File: src/rtl/aes_round_ctrl_if.sv
// Handshake and round-control bundle between the AES top level and its round controller.
// The master drives requests; the slave (controller) drives sequencing outputs.
interface aes_round_ctrl_if #(
    parameter int unsigned NR_MAX = 14,
    parameter int unsigned RW     = 4
);
    logic              start;
    logic [1:0]        key_len;
    logic              decrypt;
    logic              key_new;
    logic              busy;
    logic              done;
    logic              key_valid;
    logic [NR_MAX:0]   rk_en;
    logic [RW-1:0]     rk_sel;
    logic [RW-1:0]     round;
    logic              sel_init;
    logic              sel_final;
    logic              state_en;

    modport master (
        output start, key_len, decrypt, key_new,
        input  busy, done, key_valid, rk_en, rk_sel, round, sel_init, sel_final, state_en
    );

    modport slave (
        input  start, key_len, decrypt, key_new,
        output busy, done, key_valid, rk_en, rk_sel, round, sel_init, sel_final, state_en
    );
endinterface

File: src/rtl/aes_round_ctrl.sv
// AES-128/192/256 round controller: sequences key expansion into per-round key buffers,
// then steps the datapath through initial AddRoundKey, middle rounds and final round.
module aes_round_ctrl #(
    parameter int unsigned NR_MAX = 14,
    parameter int unsigned RW     = 4
) (
    input logic               clk,
    input logic               reset,
    aes_round_ctrl_if.slave   bus_io
);

    localparam int unsigned NK = NR_MAX + 1;

    typedef enum logic [2:0] {StIdle, StKexp, StInit, StRound, StFinal, StDone} state_e;

    state_e          state_q, state_d;
    logic [RW-1:0]   cnt_q, cnt_d;
    logic            key_valid_q, key_valid_d;
    logic            pending_q, pending_d;
    logic [1:0]      klen_q, klen_d;
    logic            dec_q, dec_d;
    logic [1:0]      elen_q, elen_d;
    logic [RW-1:0]   nr;
    logic [1:0]      start_len;

    // Unsupported or unused encodings fall back to AES-128.
    function automatic logic [1:0] norm_len(input logic [1:0] kl);
        logic [1:0] l;
        l = (kl == 2'b11) ? 2'b00 : kl;
        if (l == 2'b01 && NR_MAX < 12) l = 2'b00;
        if (l == 2'b10 && NR_MAX < 14) l = 2'b00;
        return l;
    endfunction

    always_comb begin
        case (klen_q)
            2'b01:   nr = RW'(12);
            2'b10:   nr = RW'(14);
            default: nr = RW'(10);
        endcase
    end

    assign start_len = norm_len(bus_io.key_len);

    always_comb begin
        state_d     = state_q;
        cnt_d       = cnt_q;
        key_valid_d = key_valid_q;
        pending_d   = pending_q | bus_io.key_new;
        klen_d      = klen_q;
        dec_d       = dec_q;
        elen_d      = elen_q;

        bus_io.busy      = 1'b0;
        bus_io.done      = 1'b0;
        bus_io.rk_en     = '0;
        bus_io.rk_sel    = '0;
        bus_io.round     = '0;
        bus_io.sel_init  = 1'b0;
        bus_io.sel_final = 1'b0;
        bus_io.state_en  = 1'b0;

        case (state_q)
            StIdle: begin
                if (bus_io.start) begin
                    klen_d = start_len;
                    dec_d  = bus_io.decrypt;
                    cnt_d  = '0;
                    if (pending_q || !key_valid_q || (start_len != elen_q)) begin
                        // Buffers are about to be overwritten; a key_new seen now still counts.
                        state_d     = StKexp;
                        key_valid_d = 1'b0;
                        pending_d   = bus_io.key_new;
                    end else begin
                        state_d = StInit;
                    end
                end
            end
            StKexp: begin
                bus_io.busy  = 1'b1;
                bus_io.rk_en = NK'(1) << cnt_q;
                if (cnt_q >= nr) begin
                    key_valid_d = 1'b1;
                    elen_d      = klen_q;
                    cnt_d       = '0;
                    state_d     = StInit;
                end else begin
                    cnt_d = cnt_q + RW'(1);
                end
            end
            StInit: begin
                bus_io.busy     = 1'b1;
                bus_io.sel_init = 1'b1;
                bus_io.state_en = 1'b1;
                bus_io.rk_sel   = dec_q ? nr : '0;
                cnt_d           = RW'(1);
                state_d         = StRound;
            end
            StRound: begin
                bus_io.busy     = 1'b1;
                bus_io.state_en = 1'b1;
                bus_io.round    = cnt_q;
                bus_io.rk_sel   = dec_q ? (nr - cnt_q) : cnt_q;
                if (cnt_q >= nr - RW'(1)) begin
                    state_d = StFinal;
                end else begin
                    cnt_d = cnt_q + RW'(1);
                end
            end
            StFinal: begin
                bus_io.busy      = 1'b1;
                bus_io.sel_final = 1'b1;
                bus_io.state_en  = 1'b1;
                bus_io.round     = nr;
                bus_io.rk_sel    = dec_q ? '0 : nr;
                cnt_d            = '0;
                state_d          = StDone;
            end
            StDone: begin
                bus_io.done = 1'b1;
                state_d     = StIdle;
            end
            default: state_d = StIdle;
        endcase
    end

    assign bus_io.key_valid = key_valid_q;

    always_ff @(posedge clk) begin
        if (reset) begin
            state_q     <= StIdle;
            cnt_q       <= '0;
            key_valid_q <= 1'b0;
            pending_q   <= 1'b0;
            klen_q      <= 2'b00;
            dec_q       <= 1'b0;
            elen_q      <= 2'b00;
        end else begin
            state_q     <= state_d;
            cnt_q       <= cnt_d;
            key_valid_q <= key_valid_d;
            pending_q   <= pending_d;
            klen_q      <= klen_d;
            dec_q       <= dec_d;
            elen_q      <= elen_d;
        end
    end

endmodule

File: src/flat_wrapper.sv
// flat-port wrapper written by rule: the top's interface ports become plain ports
module aes_round_ctrl_flat 
#(
    parameter int unsigned NR_MAX = 14,
    parameter int unsigned RW     = 4
)
  (clk, reset, bus_io_start, bus_io_key_len, bus_io_decrypt, bus_io_key_new, bus_io_busy, bus_io_done, bus_io_key_valid, bus_io_rk_en, bus_io_rk_sel, bus_io_round, bus_io_sel_init, bus_io_sel_final, bus_io_state_en);
  aes_round_ctrl_if #(.NR_MAX(NR_MAX), .RW(RW)) bus_io_i ();
  input logic clk;
  input logic reset;
  input wire logic [$bits(bus_io_i.start)-1:0] bus_io_start;
  input wire logic [$bits(bus_io_i.key_len)-1:0] bus_io_key_len;
  input wire logic [$bits(bus_io_i.decrypt)-1:0] bus_io_decrypt;
  input wire logic [$bits(bus_io_i.key_new)-1:0] bus_io_key_new;
  output wire logic [$bits(bus_io_i.busy)-1:0] bus_io_busy;
  output wire logic [$bits(bus_io_i.done)-1:0] bus_io_done;
  output wire logic [$bits(bus_io_i.key_valid)-1:0] bus_io_key_valid;
  output wire logic [$bits(bus_io_i.rk_en)-1:0] bus_io_rk_en;
  output wire logic [$bits(bus_io_i.rk_sel)-1:0] bus_io_rk_sel;
  output wire logic [$bits(bus_io_i.round)-1:0] bus_io_round;
  output wire logic [$bits(bus_io_i.sel_init)-1:0] bus_io_sel_init;
  output wire logic [$bits(bus_io_i.sel_final)-1:0] bus_io_sel_final;
  output wire logic [$bits(bus_io_i.state_en)-1:0] bus_io_state_en;
  assign bus_io_i.start = bus_io_start;
  assign bus_io_i.key_len = bus_io_key_len;
  assign bus_io_i.decrypt = bus_io_decrypt;
  assign bus_io_i.key_new = bus_io_key_new;
  assign bus_io_busy = bus_io_i.busy;
  assign bus_io_done = bus_io_i.done;
  assign bus_io_key_valid = bus_io_i.key_valid;
  assign bus_io_rk_en = bus_io_i.rk_en;
  assign bus_io_rk_sel = bus_io_i.rk_sel;
  assign bus_io_round = bus_io_i.round;
  assign bus_io_sel_init = bus_io_i.sel_init;
  assign bus_io_sel_final = bus_io_i.sel_final;
  assign bus_io_state_en = bus_io_i.state_en;
  aes_round_ctrl #(.NR_MAX(NR_MAX), .RW(RW)) u_core (.clk(clk), .reset(reset), .bus_io(bus_io_i));
endmodule
File: config.mk
export PLATFORM = sky130hd
export DESIGN_NAME = aes_round_ctrl_flat
export DESIGN_NICKNAME = d
export VERILOG_FILES = /design/src/rtl/aes_round_ctrl_if.sv /design/src/rtl/aes_round_ctrl.sv /design/src/flat_wrapper.sv
export SDC_FILE = /design/constraint.sdc
export NUM_CORES = 1
export LEC_CHECK = 0
export CAP_MARGIN = 20
export CORE_MARGIN = 2
export CORE_UTILIZATION = 48
export DETAILED_ROUTE_END_ITERATION = 10
export MAX_ROUTING_LAYER = met4
export PLACE_DENSITY = 0.82
export SLEW_MARGIN = 20
export SYNTH_ARGS = -nofsm -noshare
export SYNTH_HDL_FRONTEND = slang
export SYNTH_SLANG_ARGS = --single-unit
File: constraint.sdc
create_clock -name clk -period 2.78 [get_ports clk]
set_clock_uncertainty 0.05 [all_clocks]
set_input_delay 0.556 -clock clk [delete_from_list [all_inputs] [get_ports clk]]
set_output_delay 0.556 -clock clk [all_outputs]
set_load 0.02 [all_outputs]
==> After elaboration in Yosys (flattened, before gate mapping) <==
Cells that the tools add are included.
{ "classes": {"shift": 1, "multipliers": 0, "reduce_logical": 13, "add_sub_neg": 3, "div_mod_pow": 0, "order_cmp": 2, "n_eq_ne": 14, "bitwise_logic": 1, "n_mux": 29} }
{ "ops": {"columns": ["operator", "n"], "rows": [
  ["$mux 4", 6],
  ["$pmux 4 s5", 1],
  ["$mux 15", 1],
  ["$pmux 3 s5", 1],
  ["$shl 1x4->15 const A", 1],
  ["$pmux 4 s3", 1],
  ["$mux 1", 11],
  ["$mux 3", 3],
  ["$ge 4x4->1", 2],
  ["$pmux 4 s2", 1],
  ["$eq 3x2->1 const B", 2],
  ["$eq 3x3->1 const B", 2],
  ["$ne 2x1->1 const B", 3],
  ["$pmux 3 s2", 1],
  ["$reduce_and 3->1", 2],
  ["$reduce_bool 5->1", 1],
  ["$add 4x1->4 const B", 1],
  ["$eq 2x2->1 const B", 2],
  ["$mux 2", 2],
  ["$ne 2x2->1 const B", 2],
  ["$reduce_and 2->1", 2],
  ["$reduce_and 4->1", 1],
  ["$reduce_or 4->1", 1],
  ["$sub 4x1->4 const B", 1],
  ["11 further kinds", 12]
]} }
{ "totals": {"word_cells": 70, "mem_bits_rw": 0, "input_bits": 7, "latchBits": 0, "mem_count": 0, "rom_bits": 0, "ff_bits": 14} }

==> Depth between registers and ports, before layout <==
Gate-level depths: netlist of the first run.
{ "depth": {"depth_word": 7, "mapped_depth": 11, "depth_no_buf": 11} }

==> Worst setup path after synthesis of the first run <==
OpenSTA, ideal clock, no wires.
{ "synth_path": {"path_type": "reg-to-output", "start": "register u_core.klen_q[0]", "end": "output bus_io_rk_sel[3]", "path_stages_with_launch": 9, "n_path_buf": 0, "path_slack_ps": 441, "t_arrival_ps": 1733, "t_required_ps": 2174, "path_cell_list": "dfxtp_1 > inv_1 > ha_1 > inv_1 > ha_1 > a21oi_1 > nor2_1 > a2bb2oi_1 > o22ai_1"} }
{ "synth_between": {"elab_chain_cells": 5, "elab_cells_between_ends": 6} }
{ "synth_lines": {"columns": ["item", "line", "source"], "rows": [
  ["start, declared", "aes_round_ctrl.sv:20", "logic [1:0] klen_q, klen_d;"],
  ["start signal, assigned", "aes_round_ctrl.sv:143", "klen_q <= klen_d;"],
  ["$eq 2x2->1 / $eq 2x1->1 (equally long branches)", "aes_round_ctrl.sv:36", "case (klen_q)"],
  ["$pmux 3 s2 (*)", "aes_round_ctrl.sv:36", null],
  ["$sub 4x4->4 (*)", "aes_round_ctrl.sv:103", "bus_io.rk_sel = dec_q ? (nr - cnt_q) : cnt_q;"],
  ["$mux 4 (*)", "aes_round_ctrl.sv:103", null],
  ["$pmux 4 s3 (*)", "aes_round_ctrl.sv:63", "case (state_q)"],
  ["end, declared", "flat_wrapper.sv:19", "output wire logic [$bits(bus_io_i.rk_sel)-1:0] bus_io_rk_sel;"]
]} }
Mark *: on every way between the ends. The rest lies on a longest branch, timed or not.

==> Worst setup path in the final report of the first run <==
{ "layout_path": {"start": "register u_core.klen_q[1]", "end": "output bus_io_rk_sel[3]"} }
Same word-level chain as after synthesis.

==> impl_metrics.prom, run 1 <==
# TYPE chip_impl_metric gauge
chip_impl_info{name="tritoncts",value="yes"} 1
chip_impl_metric{name="multiInputGateArea",unit="um2"} 988
chip_impl_metric{name="clkSinkCount",unit=""} 14
chip_impl_metric{name="drt_pass1_iterations",unit=""} 4
chip_impl_metric{name="critical_path_arrival",unit="ps"} 2080
chip_impl_metric{name="ant_nets",unit=""} 0
chip_impl_metric{name="drive_gt1_frac",unit=""} 0.175
chip_impl_metric{name="vias",unit=""} 1420
chip_impl_info{name="yosys.area.top_type",value="sky130_fd_sc_hd__dfxtp_1"} 1
chip_impl_metric{name="detailedPlace.worstSlack",unit="ps"} -88.3
chip_impl_info{name="cp-start-kind",value="flip-flop"} 1
chip_impl_metric{name="max-clock-path-buffers",unit=""} 2
chip_impl_metric{name="cts_hold_fix_bufs",unit=""} 0
chip_impl_info{name="main_combinational_cell_family_by_area_after_synthesis",value="simple AND/OR/NAND/NOR gates"} 1
chip_impl_metric{name="htree_num_levels",unit=""} 1
chip_impl_metric{name="finalWorstSetupSlack",unit="ps"} 96.8
chip_impl_info{name="worstHoldPathType",value="flip-flop to flip-flop"} 1
chip_impl_metric{name="grt_max_degree",unit=""} 16
chip_impl_metric{name="design.die.area",unit="um2"} 3210
chip_impl_metric{name="instances_no_fill",unit=""} 248
chip_impl_metric{name="synth_seq_cells",unit=""} 14
chip_impl_metric{name="cell_area_placed",unit="um2"} 1770
chip_impl_metric{name="setup_violations",unit=""} 0
chip_impl_metric{name="critical_path_cell_count",unit=""} 10
chip_impl_metric{name="initial_detailed_routing_violation_count",unit=""} 44
chip_impl_info{name="postSynth.topFlopCell",value="sky130_fd_sc_hd__dfxtp_1"} 1
chip_impl_metric{name="ioPinCount",unit=""} 36
chip_impl_metric{name="globalRouteTotalUtil",unit=""} 0.234
chip_impl_metric{name="post_drt_via_cell_ratio",unit=""} 5.73
chip_impl_info{name="end_kind",value="output pin"} 1
chip_impl_metric{name="relative_slew_slack",unit=""} 0.643
chip_impl_metric{name="finish.net_count",unit=""} 241
chip_impl_metric{name="areaGrowthSynthToFinish",unit="%"} 38.9
chip_impl_metric{name="synth-edff-count",unit=""} 0
chip_impl_metric{name="port_buffers",unit=""} 35
chip_impl_metric{name="synth-async-reset-ratio",unit=""} 0
chip_impl_metric{name="synth.yosys.warnings",unit=""} 0
chip_impl_metric{name="die-height",unit="um"} 56.6
chip_impl_metric{name="cell_rows",unit=""} 19
chip_impl_metric{name="critical-path-max-stage-delay",unit="ps"} 340
chip_impl_metric{name="fmax",unit="GHz"} 0.373
chip_impl_info{name="path_cells",value="inv_1 -> ha_4 -> inv_2 -> ha_1 -> o21bai_1 -> a21oi_2 -> nor2_1 -> a2bb2oi_1 -> o22ai_1 -> buf_4"} 1
chip_impl_metric{name="tritoncts.num_buffers",unit=""} 3
chip_impl_metric{name="placed_cells_incl_taps",unit=""} 244
chip_impl_info{name="synth_area_leaders",value="sky130_fd_sc_hd__dfxtp_1 21%, sky130_fd_sc_hd__ha_1 13%, sky130_fd_sc_hd__and3_1 6.1%"} 1
chip_impl_metric{name="synth_nets",unit=""} 196
chip_impl_metric{name="route.detailed.wl_per_inst",unit="um"} 15.3
chip_impl_metric{name="fillCellCount",unit=""} 238
chip_impl_metric{name="synth.lib_cells_used.distinct",unit=""} 48
chip_impl_info{name="cts_root_buf",value="sky130_fd_sc_hd__clkbuf_4"} 1
chip_impl_metric{name="floorplan.initialDensity",unit=""} 0.495
chip_impl_metric{name="grt_pass1_wl",unit="mm"} 5.91
chip_impl_metric{name="maximum_ir_drop_on_the_vdd_rail",unit="uV"} 311
chip_impl_metric{name="holdWs",unit="ps"} 456
chip_impl_metric{name="drv_cap",unit=""} 0
chip_impl_metric{name="synthesis.area_per_instance",unit="um2"} 7.68
chip_impl_metric{name="floorplan.die.width",unit="um"} 56.6
chip_impl_metric{name="postLayoutCellArea",unit="um2"} 1850
chip_impl_metric{name="worst-r2r-cell-count",unit=""} 9
chip_impl_metric{name="critPathRequiredTime",unit="ps"} 2170
chip_impl_metric{name="grt_pass1_vias",unit=""} 1336
chip_impl_metric{name="syn_inst",unit=""} 173
chip_impl_metric{name="power_per_cell_area",unit="nW/um2"} 294
chip_impl_metric{name="critPathMaxFanout",unit=""} 4
chip_impl_metric{name="hpwl",unit="mm"} 2.77
chip_impl_metric{name="worst-slew-pin-transition",unit="ps"} 534
chip_impl_metric{name="routabilityCongestion",unit=""} 0.869
chip_impl_metric{name="synth_top_cell_area_share",unit=""} 0.211
chip_impl_metric{name="xor_and_xnor_area_share_after_synthesis",unit=""} 0.0198
chip_impl_metric{name="antenna_diode_instance_count",unit=""} 0
chip_impl_info{name="run_status",value="complete, no violations"} 1
chip_impl_metric{name="post_synthesis_mux_area_share",unit=""} 0.00753
chip_impl_metric{name="area.sequential",unit="um2"} 287
chip_impl_metric{name="synth-simple-area-share",unit=""} 0.283
chip_impl_metric{name="synth-compound-area-share",unit=""} 0.237
chip_impl_info{name="critical_path.slowest_cell",value="sky130_fd_sc_hd__dfxtp_1"} 1
chip_impl_metric{name="post_synth_fa_ha_maj_area_fraction",unit=""} 0.162
chip_impl_metric{name="drv_slew",unit=""} 0
chip_impl_metric{name="number_of_hold_violations_in_the_final_report",unit=""} 0
chip_impl_info{name="final_common_cell",value="sky130_fd_sc_hd__clkdlybuf4s50_1"} 1
chip_impl_info{name="setup.worst_path.class",value="flip-flop to output pin"} 1
chip_impl_metric{name="detail_route.drc_violations",unit=""} 0
chip_impl_metric{name="min_period_over_period",unit=""} 0.965
chip_impl_metric{name="synthesis.area",unit="um2"} 1330
chip_impl_metric{name="worstSkewPairLatency",unit="ps"} 280
chip_impl_metric{name="finalCriticalPeriod",unit="ps"} 2680
chip_impl_metric{name="hold_path_depth",unit=""} 2
chip_impl_metric{name="grt_overflow_total",unit=""} 0
chip_impl_info{name="commonest_cells_after_routing_fill_and_taps_aside",value="32 x sky130_fd_sc_hd__clkdlybuf4s50_1, 16 x sky130_fd_sc_hd__nand2_1, 15 x sky130_fd_sc_hd__inv_1, 14 x sky130_fd_sc_hd__nor2_1"} 1
chip_impl_metric{name="fp.coreArea",unit="um2"} 2690
chip_impl_metric{name="path_clk_slew",unit="ps"} 90
chip_impl_metric{name="ys_seq_area_frac",unit=""} 0.211
chip_impl_metric{name="post_cts.repair.setup_buffers",unit=""} 0
chip_impl_metric{name="finalWirelength",unit="mm"} 3.79
chip_impl_metric{name="grt_antenna_before_repair",unit=""} 0
chip_impl_metric{name="static-leakage-power",unit="nW"} 0.776
chip_impl_metric{name="critical_path_buf_inv_count",unit=""} 3
chip_impl_info{name="cp_top_delay_family",value="compound AO/OA/AOI/OAI gates"} 1
==> synth_stat cells, types with 2 or more instances <==
master,count
sky130_fd_sc_hd__inv_1,16
sky130_fd_sc_hd__nand2_1,16
sky130_fd_sc_hd__dfxtp_1,14
sky130_fd_sc_hd__ha_1,14
sky130_fd_sc_hd__nor2_1,14
sky130_fd_sc_hd__and3_1,13
sky130_fd_sc_hd__a21oi_1,12
sky130_fd_sc_hd__o21ai_0,9
sky130_fd_sc_hd__nor3_1,5
sky130_fd_sc_hd__and2_1,4
sky130_fd_sc_hd__nand2b_1,4
sky130_fd_sc_hd__buf_2,3
sky130_fd_sc_hd__clkbuf_1,3
sky130_fd_sc_hd__nand3_1,3
sky130_fd_sc_hd__a211oi_1,2
sky130_fd_sc_hd__a2bb2oi_1,2
sky130_fd_sc_hd__fa_1,2
sky130_fd_sc_hd__inv_2,2
sky130_fd_sc_hd__nand3b_1,2
sky130_fd_sc_hd__nor4_2,2
sky130_fd_sc_hd__o21a_1,2
sky130_fd_sc_hd__o21ai_1,2
sky130_fd_sc_hd__xnor2_1,2
==> kinds of logic after synthesis <==
logic type / after synthesis
DFF: 14
xor gates and xnor gates: 3
AOI/OAI and AO/OA: 44
muxes: 1
adders and majority gates: 16
buffers and inverters: 25
and+or+nand+nor: 70
==> metal layers <==
layer / global-route usage / wire length (um) / vias to the layer above
met5: - / 0 / -
met4: 0.0714 / 55 / 0
met3: 0.0276 / 259 / 6
met2: 0.422 / 1940 / 59
met1: 0.268 / 1530 / 658
li1: - / - / 697
==> worst paths after layout <==
| check | slack [ps] | from | to |
|---|---|---|---|
| worst max-delay path | 100 | u_core.klen_q[1]$_SDFFE_PP0P_ | bus_io_rk_sel[3] |
| worst min-delay path | 460 | u_core.pending_q$_SDFF_PP0_ | u_core.pending_q$_SDFF_PP0_ |
| worst max register to register | 480 | u_core.klen_q[0]$_SDFFE_PP0P_ | u_core.cnt_q[0]$_SDFFE_PP0P_ |
| worst min register to register | 460 | u_core.pending_q$_SDFF_PP0_ | u_core.pending_q$_SDFF_PP0_ |
==> flip-flops by register name (all words and copies together), names as in the netlist <==
name and count:
u_core.cnt_q 4, u_core.state_q 3, u_core.elen_q 2, u_core.klen_q 2, u_core.bus_io.key_valid 1, u_core.dec_q 1, u_core.pending_q 1
==> stage by stage <==
stage | power, W | TNS [ps] | utilization
2_1_floorplan | 0.000322 | 0 | -
3_3_place_gp | 0.000373 | 0 | 0.659
3_5_place_dp | 0.000379 | -106 | 0.659
4_1_cts | 0.000530 | -26.7 | 0.676
5_1_grt | 0.000569 | -7.70 | 0.687
6_report | 0.000543 | 0 | 0.687
==> power by group <==
part           internal [W]  total [W]  switching (W)  leakage, nW
Combinational     0.0000752   0.000171      0.0000963        0.639
Sequential         0.000207   0.000217     0.00000953        0.116
Clock             0.0000796   0.000154      0.0000745       0.0210
Total              0.000362   0.000543       0.000180        0.776
==> area by class of cell <==
type,instances,share of cell area
clock buffers,4,0.0197
inverters,18,0.0366
multi-input cells,134,0.536
flip-flops and latches,14,0.155
well taps,31,0.0210
repair buffers,47,0.232
==> repair_timing <==
action,in CTS,in global routing
endpoints found under the setup margin,11,15
resized for setup,11,15
pin swaps,0,2
==> tightest hold or removal path, stage by stage, from the launching register on <==
cell	delay, ps
sky130_fd_sc_hd__dfxtp_1	340
sky130_fd_sc_hd__a21oi_1	60
sky130_fd_sc_hd__nor2_1	70
(Power assumes the default switching activity.)
==> run 2: changes to the inputs <==
- CORE_UTILIZATION: 48 -> 44
- PLACE_DENSITY: 0.82 -> 0.79
- clock period: 2.78 -> 2.3 ns (I/O delays scaled with it)
==> run 2 against run 1 <==
Against the previous run:
- the run now ends with design-rule violations, negative setup slack left
- register-to-register slack lost 450 ps
- non-clock buffer count grew 24
- largest cell class unchanged
- worst setup slack lost 300 ps
- combinational power grew 56%
- critical path depth shrank 1
- sequential cell count is the same
- routed wire length grew 12%
- largest power group is now combinational cells
- hold slack lost 9.9 ps
- cell area grew 11%
- first-iteration DRC count grew 61%
==> impl_metrics.prom, run 2 (synthesized netlist as in run 1, its figures left out) <==
# TYPE chip_impl_metric gauge
chip_impl_metric{name="intPower",unit="W"} 0.000445
chip_impl_metric{name="worst-r2r-cell-count",unit=""} 10
chip_impl_metric{name="max-clock-path-buffers",unit=""} 2
chip_impl_metric{name="placed_cells_incl_taps",unit=""} 261
chip_impl_metric{name="instances_no_fill",unit=""} 271
chip_impl_metric{name="design.die.area",unit="um2"} 3480
chip_impl_info{name="setup.worst_path.class",value="flip-flop to output pin"} 1
chip_impl_info{name="critical_path.slowest_cell",value="sky130_fd_sc_hd__dfxtp_2"} 1
chip_impl_metric{name="switching_share",unit=""} 0.333
chip_impl_metric{name="critPathRequiredTime",unit="ps"} 1790
chip_impl_metric{name="finish.net_count",unit=""} 265
chip_impl_info{name="r2r-start",value="u_core.klen_q[1]$_SDFFE_PP0P_"} 1
chip_impl_metric{name="post_drt_via_cell_ratio",unit=""} 5.73
chip_impl_metric{name="setup_violations",unit=""} 3
chip_impl_info{name="cts_root_buf",value="sky130_fd_sc_hd__clkbuf_4"} 1
chip_impl_metric{name="grt_max_degree",unit=""} 12
chip_impl_info{name="hold_start",value="u_core.pending_q$_SDFF_PP0_"} 1
chip_impl_metric{name="areaGrowthSynthToFinish",unit="%"} 53.8
chip_impl_metric{name="path_clk_slew",unit="ps"} 80
chip_impl_info{name="setup.worst_path.end",value="bus_io_rk_sel[3]"} 1
chip_impl_info{name="end_kind",value="output pin"} 1
chip_impl_metric{name="grt_overflow_total",unit=""} 0
chip_impl_metric{name="routabilityCongestion",unit=""} 0.892
chip_impl_metric{name="fp.coreArea",unit="um2"} 2810
chip_impl_metric{name="total_switching_power",unit="W"} 0.000222
chip_impl_metric{name="cts_hold_fix_bufs",unit=""} 0
chip_impl_metric{name="cell_area_placed",unit="um2"} 1900
chip_impl_metric{name="antenna_diode_instance_count",unit=""} 0
chip_impl_metric{name="min_period_over_period",unit=""} 1.09
chip_impl_metric{name="route.detailed.wl_per_inst",unit="um"} 15.7
chip_impl_metric{name="tritoncts.num_buffers",unit=""} 3
chip_impl_metric{name="initial_detailed_routing_violation_count",unit=""} 71
chip_impl_info{name="cp-startpoint",value="u_core.klen_q[1]$_SDFFE_PP0P_"} 1
chip_impl_info{name="unrepaired_setup_endpoints_after_global_routing",value="yes"} 1
chip_impl_info{name="path_cells",value="buf_4 -> ha_4 -> inv_4 -> ha_4 -> a21oi_2 -> nor2_1 -> a2bb2oi_2 -> o22ai_1 -> buf_4"} 1
chip_impl_info{name="final_common_cell",value="sky130_fd_sc_hd__buf_4"} 1
chip_impl_metric{name="clock_power_share",unit=""} 0.206
chip_impl_metric{name="floorplan.initialDensity",unit=""} 0.474
chip_impl_metric{name="die-height",unit="um"} 59.0
chip_impl_metric{name="drv_cap",unit=""} 0
chip_impl_metric{name="grt_pass1_vias",unit=""} 1427
chip_impl_metric{name="p_seq_frac",unit=""} 0.394
chip_impl_metric{name="drive_gt1_frac",unit=""} 0.296
chip_impl_metric{name="floorplan.die.width",unit="um"} 59.0
chip_impl_metric{name="maximum_ir_drop_on_the_vdd_rail",unit="uV"} 332
chip_impl_metric{name="critical_path_arrival",unit="ps"} 1990
chip_impl_metric{name="finalWirelength",unit="mm"} 4.25
chip_impl_metric{name="clkSinkCount",unit=""} 14
chip_impl_metric{name="power_frac_comb",unit=""} 0.400
chip_impl_metric{name="globalRouteTotalUtil",unit=""} 0.253
chip_impl_info{name="regMostFlops",value="u_core.cnt_q"} 1
chip_impl_info{name="run_status",value="finished, violations left"} 1
chip_impl_metric{name="detail_route.drc_violations",unit=""} 5
chip_impl_info{name="tritoncts",value="yes"} 1
chip_impl_metric{name="hpwl",unit="mm"} 3.06
chip_impl_metric{name="relative_slew_slack",unit=""} 0.772
chip_impl_metric{name="reg2reg_setup_slack",unit="ps"} 30
chip_impl_info{name="worstHoldPathType",value="flip-flop to flip-flop"} 1
chip_impl_metric{name="fmax",unit="GHz"} 0.399
chip_impl_metric{name="critical_path_cell_count",unit=""} 9
chip_impl_metric{name="critPathMaxFanout",unit=""} 3
chip_impl_metric{name="critical-path-max-stage-delay",unit="ps"} 330
chip_impl_info{name="violations_in_the_final_reports",value="design-rule violations, negative setup slack"} 1
chip_impl_metric{name="finalWorstSetupSlack",unit="ps"} -205
chip_impl_metric{name="static-leakage-power",unit="nW"} 1.01
chip_impl_metric{name="worstSkewPairLatency",unit="ps"} 280
chip_impl_info{name="cp-start-kind",value="flip-flop"} 1
chip_impl_metric{name="vias",unit=""} 1554
chip_impl_metric{name="htree_num_levels",unit=""} 1
chip_impl_info{name="cp_top_delay_family",value="adder cells"} 1
chip_impl_metric{name="ioPinCount",unit=""} 36
chip_impl_metric{name="holdWs",unit="ps"} 446
chip_impl_metric{name="total_power",unit="W"} 0.000667
chip_impl_info{name="critical_path.reg2reg.endpoint",value="u_core.cnt_q[3]$_SDFFE_PP0P_"} 1
chip_impl_metric{name="grt_pass1_wl",unit="mm"} 6.53
chip_impl_metric{name="number_of_hold_violations_in_the_final_report",unit=""} 0
chip_impl_metric{name="drt_pass1_iterations",unit=""} 7
chip_impl_metric{name="ant_nets",unit=""} 0
chip_impl_metric{name="largest_register_ffs",unit=""} 4
chip_impl_metric{name="finalCriticalPeriod",unit="ps"} 2500
chip_impl_info{name="commonest_cells_after_routing_fill_and_taps_aside",value="34 x sky130_fd_sc_hd__buf_4, 21 x sky130_fd_sc_hd__dlygate4sd2_1, 16 x sky130_fd_sc_hd__nand2_1, 14 x sky130_fd_sc_hd__nor2_1"} 1
chip_impl_metric{name="drv_slew",unit=""} 0
chip_impl_metric{name="critical_path_buf_inv_count",unit=""} 3
chip_impl_metric{name="grt_antenna_before_repair",unit=""} 0
chip_impl_metric{name="postLayoutCellArea",unit="um2"} 2040
chip_impl_metric{name="worst-slew-pin-transition",unit="ps"} 338
chip_impl_info{name="largest_registers",value="u_core.cnt_q: 4 flops, u_core.state_q: 3 flops"} 1
chip_impl_metric{name="power_per_cell_area",unit="nW/um2"} 327
chip_impl_metric{name="fillCellCount",unit=""} 210
chip_impl_metric{name="cell_rows",unit=""} 19
chip_impl_metric{name="port_buffers",unit=""} 35
==> run 2: power by group through the flow <==
stage                     logic (W)  registers (W)  clock network [W]
after floorplan            0.000122       0.000267                  0
after global placement     0.000213       0.000267                  0
after detailed placement   0.000219       0.000267                  0
after CTS                  0.000237       0.000263           0.000140
after global routing       0.000292       0.000264           0.000152
final                      0.000267       0.000263           0.000138
==> run 2: routing by layer <==
layer | up-vias | global-route usage | part of all wire
met1 | 708 | 0.277 | 0.38
met5 | - | - | 0
met4 | 0 | 0.0942 | 0.028
met3 | 14 | 0.0308 | 0.083
met2 | 88 | 0.463 | 0.51
li1 | 744 | - | -
==> run 2: repair_timing <==
item / in CTS / in global routing
endpoints found under the setup margin: 31 / 10
pin swaps: 5 / 13
gates resized for setup: 54 / 16
setup buffers: 2 / 5
==> run 2: worst reg2reg max path, stage by stage, from the launching register on <==
cell,delay [ps]
sky130_fd_sc_hd__dfxtp_2,330
sky130_fd_sc_hd__buf_4,140
sky130_fd_sc_hd__ha_4,280
sky130_fd_sc_hd__inv_4,40
sky130_fd_sc_hd__ha_4,280
sky130_fd_sc_hd__buf_6,90
sky130_fd_sc_hd__nor2b_4,140
sky130_fd_sc_hd__o21ai_4,90
sky130_fd_sc_hd__a311oi_2,350
sky130_fd_sc_hd__nand3b_1,220
sky130_fd_sc_hd__o32ai_2,180
==> run 2: worst min-delay path by stage <==
stage,endpoint,slack [ps],depth (start not counted)
5_1_grt,u_core.elen_q[0]$_SDFFE_PP0P_,460,2
3_3_place_gp,u_core.elen_q[0]$_SDFFE_PP0P_,420,2
6_report,u_core.pending_q$_SDFF_PP0_,450,2
2_1_floorplan,u_core.pending_q$_SDFF_PP0_,400,2
3_5_place_dp,u_core.pending_q$_SDFF_PP0_,430,2
4_1_cts,u_core.elen_q[0]$_SDFFE_PP0P_,440,2
==> run 2: metrics by stage <==
step	worst slack, ps	TNS, ps	utilization
finish	-205	-579	0.728
CTS	-175	-361	0.693
global placement	-369	-1110	0.677
detailed placement	-457	-1510	0.677
global route	-288	-1040	0.728
floorplan	56.8	0	-
==> run 2: layout make-up <==
class                           count  area, um2  share of cell area
Inverter                           18       70.1              0.0343
Sequential cell                    14        287               0.140
Clock buffer                        3       22.5              0.0110
Tap cell                           31       38.8              0.0190
Timing Repair Buffer               71        598               0.293
Multi-Input combinational cell    134       1030               0.503
